<file path="src/rtl/aes_pkg.sv">
// Shared AES constants and arbiter FSM state encoding.
package aes_pkg;

    localparam int unsigned AES_BLOCK_W    = 128;

    localparam int unsigned AES_KEY128_W   = 128;
    localparam int unsigned AES_KEY192_W   = 192;
    localparam int unsigned AES_KEY256_W   = 256;

    localparam int unsigned AES_ROUNDS_128 = 10;
    localparam int unsigned AES_ROUNDS_192 = 12;
    localparam int unsigned AES_ROUNDS_256 = 14;

    typedef enum logic [1:0] {
        ST_IDLE = 2'd0,
        ST_RUN  = 2'd1,
        ST_RESP = 2'd2
    } arb_state_e;

endpackage

</file>
<file path="src/rtl/aes_enc_arbiter_if.sv">
// Requester/response bus between AES clients and the arbiter.
interface aes_enc_arbiter_if
    import aes_pkg::*;
#(
    parameter int unsigned NUM_REQ = 2,
    parameter int unsigned ID_W    = 3
);
    logic [NUM_REQ-1:0]             req_valid;
    logic [NUM_REQ-1:0]             req_ready;
    logic [NUM_REQ*AES_BLOCK_W-1:0] req_data;
    logic                           resp_valid;
    logic                           resp_ready;
    logic [AES_BLOCK_W-1:0]         resp_data;
    logic [ID_W-1:0]                resp_id;
    logic                           resp_err;

    // Client side: drives blocks, consumes responses.
    modport master (
        output req_valid, req_data, resp_ready,
        input  req_ready, resp_valid, resp_data, resp_id, resp_err
    );

    // Arbiter side.
    modport slave (
        input  req_valid, req_data, resp_ready,
        output req_ready, resp_valid, resp_data, resp_id, resp_err
    );
endinterface

</file>
<file path="src/rtl/aes_rr_pick.sv">
// Combinational round-robin picker: first valid requester above `last`, wrapping.
module aes_rr_pick #(
    parameter int unsigned NUM_REQ = 2,
    parameter int unsigned IDX_W   = $clog2(NUM_REQ)
) (
    input  logic [NUM_REQ-1:0] req_valid,
    input  logic [IDX_W-1:0]   last,
    output logic [NUM_REQ-1:0] grant_c,
    output logic [IDX_W-1:0]   idx_c
);

    logic [IDX_W-1:0] cand_c;

    // Scan last+1 .. last+NUM_REQ modulo NUM_REQ; keep the first hit.
    always_comb begin
        grant_c = '0;
        idx_c   = '0;
        cand_c  = '0;
        for (int unsigned k = 1; k <= NUM_REQ; k++) begin
            cand_c = IDX_W'((32'(last) + k) % NUM_REQ);
            if (grant_c == '0 && req_valid[cand_c]) begin
                grant_c[cand_c] = 1'b1;
                idx_c           = cand_c;
            end
        end
    end

endmodule

</file>
<file path="src/rtl/aes_enc_arbiter.sv">
// Round-robin arbiter/sequencer sharing one iterative AES encrypt core.
// Optional run watchdog enabled by defining AES_ARB_TIMEOUT_EN.
module aes_enc_arbiter
    import aes_pkg::*;
#(
    parameter int unsigned NUM_REQ        = 2,
    parameter int unsigned ID_W           = 3,
    parameter int unsigned TIMEOUT_CYCLES = 64
) (
    input  logic                   clk,
    input  logic                   rst,
    aes_enc_arbiter_if.slave       bus,
    output logic                   core_start,
    output logic [AES_BLOCK_W-1:0] core_in,
    input  logic                   core_done,
    input  logic [AES_BLOCK_W-1:0] core_out,
    output logic                   busy
);

    localparam int unsigned IDX_W = $clog2(NUM_REQ);

    // Reject unsupported parameterisations at elaboration.
    if (NUM_REQ < 2 || NUM_REQ > 8) begin : g_bad_num_req
        $error("aes_enc_arbiter: NUM_REQ must be 2..8");
    end
    if (ID_W < IDX_W) begin : g_bad_id_w
        $error("aes_enc_arbiter: ID_W too narrow for NUM_REQ");
    end
    if (TIMEOUT_CYCLES < 1) begin : g_bad_timeout
        $error("aes_enc_arbiter: TIMEOUT_CYCLES must be at least 1");
    end

    arb_state_e             state_q, state_d;
    logic [IDX_W-1:0]       last_q, last_d;
    logic [ID_W-1:0]        id_q, id_d;
    logic [AES_BLOCK_W-1:0] core_in_q, core_in_d;
    logic [AES_BLOCK_W-1:0] resp_data_q, resp_data_d;
    logic [NUM_REQ-1:0]     grant_c;
    logic [IDX_W-1:0]       pick_idx_c;

`ifdef AES_ARB_TIMEOUT_EN
    localparam int unsigned CNT_W = ($clog2(TIMEOUT_CYCLES + 1) > 8) ?
                                    $clog2(TIMEOUT_CYCLES + 1) : 8;
    logic [CNT_W-1:0] cnt_q, cnt_d;
    logic             err_q, err_d;
`endif

    aes_rr_pick #(
        .NUM_REQ (NUM_REQ),
        .IDX_W   (IDX_W)
    ) u_pick (
        .req_valid (bus.req_valid),
        .last      (last_q),
        .grant_c   (grant_c),
        .idx_c     (pick_idx_c)
    );

    // State and datapath registers.
    always_ff @(posedge clk or negedge rst) begin
        if (!rst) begin
            state_q     <= ST_IDLE;
            last_q      <= IDX_W'(NUM_REQ - 1);
            id_q        <= '0;
            core_in_q   <= '0;
            resp_data_q <= '0;
`ifdef AES_ARB_TIMEOUT_EN
            cnt_q       <= '0;
            err_q       <= 1'b0;
`endif
        end else begin
            state_q     <= state_d;
            last_q      <= last_d;
            id_q        <= id_d;
            core_in_q   <= core_in_d;
            resp_data_q <= resp_data_d;
`ifdef AES_ARB_TIMEOUT_EN
            cnt_q       <= cnt_d;
            err_q       <= err_d;
`endif
        end
    end

    // Next-state: accept in IDLE, wait for done (or watchdog) in RUN, handshake in RESP.
    always_comb begin
        state_d     = state_q;
        last_d      = last_q;
        id_d        = id_q;
        core_in_d   = core_in_q;
        resp_data_d = resp_data_q;
`ifdef AES_ARB_TIMEOUT_EN
        cnt_d       = cnt_q;
        err_d       = err_q;
`endif
        case (state_q)
            ST_IDLE: begin
                if (|grant_c) begin
                    state_d   = ST_RUN;
                    last_d    = pick_idx_c;
                    id_d      = ID_W'(pick_idx_c);
                    core_in_d = bus.req_data[AES_BLOCK_W*32'(pick_idx_c) +: AES_BLOCK_W];
`ifdef AES_ARB_TIMEOUT_EN
                    cnt_d     = '0;
                    err_d     = 1'b0;
`endif
                end
            end
            ST_RUN: begin
`ifdef AES_ARB_TIMEOUT_EN
                cnt_d = cnt_q + CNT_W'(1);
`endif
                if (core_done) begin
                    state_d     = ST_RESP;
                    resp_data_d = core_out;
                end
`ifdef AES_ARB_TIMEOUT_EN
                else if (cnt_q + CNT_W'(1) == CNT_W'(TIMEOUT_CYCLES)) begin
                    state_d     = ST_RESP;
                    resp_data_d = '0;
                    err_d       = 1'b1;
                end
`endif
            end
            ST_RESP: begin
                if (bus.resp_ready) begin
                    state_d = ST_IDLE;
                end
            end
            default: state_d = ST_IDLE;
        endcase
    end

    // Outputs decoded from state; req_ready is the live grant while idle.
    always_comb begin
        bus.req_ready  = '0;
        bus.resp_valid = 1'b0;
        core_start     = 1'b0;
        busy           = (state_q != ST_IDLE);
        core_in        = core_in_q;
        bus.resp_data  = resp_data_q;
        bus.resp_id    = id_q;
`ifdef AES_ARB_TIMEOUT_EN
        bus.resp_err   = err_q;
`else
        bus.resp_err   = 1'b0;
`endif
        case (state_q)
            ST_IDLE: bus.req_ready  = grant_c;
            ST_RUN:  core_start     = 1'b1;
            ST_RESP: bus.resp_valid = 1'b1;
            default: ;
        endcase
    end

endmodule
</file>
<file path="src/flat_wrapper.sv">
// flat-port wrapper written by rule: the top's interface ports become plain ports
module aes_enc_arbiter_flat import aes_pkg::*;
#(
    parameter int unsigned NUM_REQ        = 2,
    parameter int unsigned ID_W           = 3,
    parameter int unsigned TIMEOUT_CYCLES = 64
)
  (clk, rst, core_start, core_in, core_done, core_out, busy, bus_req_valid, bus_req_data, bus_resp_ready, bus_req_ready, bus_resp_valid, bus_resp_data, bus_resp_id, bus_resp_err);
  aes_enc_arbiter_if #(.NUM_REQ(NUM_REQ), .ID_W(ID_W)) bus_i ();
  input  logic clk;
  input  logic rst;
  output logic core_start;
  output logic [AES_BLOCK_W-1:0] core_in;
  input  logic core_done;
  input  logic [AES_BLOCK_W-1:0] core_out;
  output logic busy;
  input wire logic [$bits(bus_i.req_valid)-1:0] bus_req_valid;
  input wire logic [$bits(bus_i.req_data)-1:0] bus_req_data;
  input wire logic [$bits(bus_i.resp_ready)-1:0] bus_resp_ready;
  output wire logic [$bits(bus_i.req_ready)-1:0] bus_req_ready;
  output wire logic [$bits(bus_i.resp_valid)-1:0] bus_resp_valid;
  output wire logic [$bits(bus_i.resp_data)-1:0] bus_resp_data;
  output wire logic [$bits(bus_i.resp_id)-1:0] bus_resp_id;
  output wire logic [$bits(bus_i.resp_err)-1:0] bus_resp_err;
  assign bus_i.req_valid = bus_req_valid;
  assign bus_i.req_data = bus_req_data;
  assign bus_i.resp_ready = bus_resp_ready;
  assign bus_req_ready = bus_i.req_ready;
  assign bus_resp_valid = bus_i.resp_valid;
  assign bus_resp_data = bus_i.resp_data;
  assign bus_resp_id = bus_i.resp_id;
  assign bus_resp_err = bus_i.resp_err;
  aes_enc_arbiter #(.NUM_REQ(NUM_REQ), .ID_W(ID_W), .TIMEOUT_CYCLES(TIMEOUT_CYCLES)) u_core (.clk(clk), .rst(rst), .bus(bus_i), .core_start(core_start), .core_in(core_in), .core_done(core_done), .core_out(core_out), .busy(busy));
endmodule
</file>
<file path="config.mk">
export PLATFORM = sky130hd
export DESIGN_NAME = aes_enc_arbiter_flat
export DESIGN_NICKNAME = d
export VERILOG_FILES = /design/src/rtl/aes_pkg.sv /design/src/rtl/aes_enc_arbiter_if.sv /design/src/rtl/aes_rr_pick.sv /design/src/rtl/aes_enc_arbiter.sv /design/src/flat_wrapper.sv
export SDC_FILE = /design/constraint.sdc
export NUM_CORES = 1
export LEC_CHECK = 0
export BUFFER_PORTS_ARGS = -buffer_cell sky130_fd_sc_hd__buf_2
export CAP_MARGIN = 20
export CORE_AREA = 4 4 255 257
export CTS_CLUSTER_DIAMETER = 30
export DETAILED_ROUTE_END_ITERATION = 7
export DIE_AREA = 0 0 259 261
export SLEW_MARGIN = 10
export SYNTH_ARGS = -nofsm -noshare
export SYNTH_HDL_FRONTEND = slang
export SYNTH_SLANG_ARGS = --single-unit
</file>
<file path="constraint.sdc">
create_clock -name clk -period 2.32 [get_ports clk]
set_input_delay 0.464 -clock clk [delete_from_list [all_inputs] [get_ports clk]]
set_output_delay 0.464 -clock clk [all_outputs]
set_load 0.01 [all_outputs]
</file>
==> flow_summary.toml <==
[cts]
cts_root_buf = "clkbuf_16"
htreeDepth = 2
path_clk_slew_ps = 50
cts_buffers = 61
post_cts_buffers = 0
clk_latency_ps = 590
clock-sinks = 260
cts_tree = "yes"
cts.path.max_buffers = 3

[global_route]
grt-ovfl-total = 0
grt_pass1_wl_mm = 56.0
grt_pass1_vias = 9846
antenna_found_initial = 2
grt.total_usage = 0.105
grt_max_degree = 60

[sta]
fin_tns_setup_ps = 0
finalCritPeriodShare = 0.954
whs_ps = 69.9
period_minus_slack_ps = 2210
max_freq_mhz = 452
maxSlewViolCount = 0
final-setup-viol-count = 0
finalClockSkew_ps = 37.7
setup_slack_ps = 107
final_hold_viol_count = 0
rsz0062_at_grt = "no"

[critical_path]
cp.depth = 4
crit_start = "u_core.last_q"
worstReg2RegEnd = "u_core.core_in[45]"
worstPathCellList = "a21boi_4, clkbuf_16, and2_1, buf_2"
reg2reg_from = "u_core.last_q"
cp-start-kind = "register"
crit_fanout = 12
crit_slowest_cell = "dfstp_2"
endpoint = "bus_req_ready[1]"
cp_data_arrival_time_ps = 1750
cp-end-kind = "output pin"
cp_top_family = "flip-flops"
max_stage_delay_ps = 570
path_buf_inv = 2
r2r_slack_ps = 480
worstRegToRegCells = 5
criticalPathCategory = "reg2out"
critPathRequiredTime_ps = 1860

[die]
ios = 655
die-area_mm2 = 0.0676
core.rowCount = 92
die_y_um = 261
core_mm2 = 0.0627
die_w_um = 259
start_util = 0.186

[final_layout]
n_antenna_cell = 0
final_net_count = 1820
drive_gt1_frac = 0.802
area_growth_pct = 59.5
instances_no_fill = 2329

[yosys]
yosys.area.top_type = "dfrtp_1"
synth_top_area_frac = 0.557
syn_area_mm2 = 0.0116
synth_area_leaders = "dfrtp_1, mux2_2, mux2_4"
synth-seq-area-share = 0.559
synth_cell_types = 21
synth_seq_cells = 260
yosys_warnings = 0
synthCells = 710
syn_avg_cell_area_um2 = 16.4

[drt]
wl_mm = 38.7
post-route-drc-count = 0
vias = 8847
drt_iter0_drc = 170
via_per_inst = 3.80
drt_pre_antenna_iters = 4
ant_nets = 0
avgRoutedWirePerCell_um = 16.6

[power]
peakVddDrop_v = 0.000871
power_mw = 27.7
power_density_mw_per_mm2 = 1490
leakage_nw = 9.10

[worst_hold_path]
hp-class = "in2reg"

[place]
dpl_worst_slack_ps = 192
dp_hpwl_mm = 29.7
port_buffers = 651
place_congestion = 0.845
placed_cells = 2211

[job]
drv_cap = 0

[outcome]
status = "finished clean"
-- repair_timing --
action | in CTS | in global routing
hold buffers | 1 | 0
pin swaps | 0 | 0
setup endpoints to repair | 2 | 2
gates cloned | 0 | 2
gates resized for setup | 1 | 2
endpoints found under the hold margin | 40 | 0
-- layer usage --
layer	wire [um]	GRT usage	vias to the layer above
met5	0	0	-
met2	19700	0.189	476
met1	13100	0.105	4286
met3	4670	0.0492	75
li1	-	-	4010
met4	1280	0.0394	0
-- cell usage in the layout (no fill, tap or decap), drive strengths merged --
master,count
buf,698
mux2,384
dfrtp,259
clkbuf,72
bufinv,19
clkinv,17
clkinvlp,9
inv,4
o21ai,4
conb,3
nand2,3
nand2b,2
nor2,2
a21oi,2
or3b,1
a21boi,1
and2,1
dlygate4sd3,1
dfstp,1
-- area by class of cell --
class	instances	area, um^2
clock buffer	71	1590
multi-input combinational	403	4830
fill	6359	44200
timing repair buffer	700	3760
sequential	260	6510
clock inverter	45	803
tap	846	1060
inverter	4	15.0
-- power by group --
group | leakage, nW | total [mW] | internal (mW) | switching [mW]
clock | 1.14 | 9.82 | 7.03 | 2.80
combinational | 4.91 | 9.64 | 5.14 | 4.50
sequential | 3.05 | 8.20 | 6.92 | 1.27
total | 9.10 | 27.7 | 19.1 | 8.57
-- worst reg2reg max path: stages (launching register included) --
cell	delay, ps
dfstp_2	390
a21boi_4	210
clkbuf_16	240
buf_12	270
mux2_4	340
mux2_2	270
-- state kept, by name, indices dropped and copies added (netlist names) --
register	cells
u_core.bus.resp_data	128
u_core.last_q	1
u_core.core_in	128
u_core.bus.resp_id	1
u_core.state_q	2
-- stage by stage --
| stage | utilization | instance area (um^2) |
|---|---|---|
| after global routing | 0.296 | 18600 |
| after CTS | 0.296 | 18500 |
| after global placement | 0.257 | 16200 |
| final | 0.296 | 18600 |
| after detailed placement | 0.257 | 16200 |
| after floorplan | - | 11700 |
-- cells in the mapped netlist --
cell	instances
nand2_1	3
buf_6	12
dfrtp_1	259
inv_1	4
mux2_4	100
mux2_1	9
o21ai_1	1
mux2_2	275
or3b_2	1
buf_4	6
nand2b_1	2
dfstp_2	1
a21oi_1	2
buf_2	25
o21ai_0	3
nor2_1	2
buf_8	1
clkbuf_1	1
and2_1	1
a21boi_4	1
conb_1	1
-- kinds of logic after synthesis --
family | count (synthesis) | share of synthesized area
buffers and inverters | 49 | 0.0291
DFF | 260 | 0.559
AOI/OAI and AO/OA | 7 | 0.00419
and+or+nand+nor | 9 | 0.00398
other | 1 | 0.000322
muxes | 384 | 0.404
-- worst min path at each step --
| stage | start | end | slack, ps | cells after the start |
|---|---|---|---|---|
| after floorplan | rst | u_core.bus.resp_data[0] | 170 | 0 |
| after global placement | rst | u_core.bus.resp_data[99] | 430 | 1 |
| after detailed placement | rst | u_core.bus.resp_data[79] | 440 | 1 |
| after CTS | core_out[114] | u_core.bus.resp_data[114] | 20 | 2 |
| after global routing | core_out[59] | u_core.bus.resp_data[59] | 40 | 2 |
| final | bus_resp_ready | u_core.state_q[1] | 70 | 2 |
No activity file was read; power rests on OpenSTA's default activity.
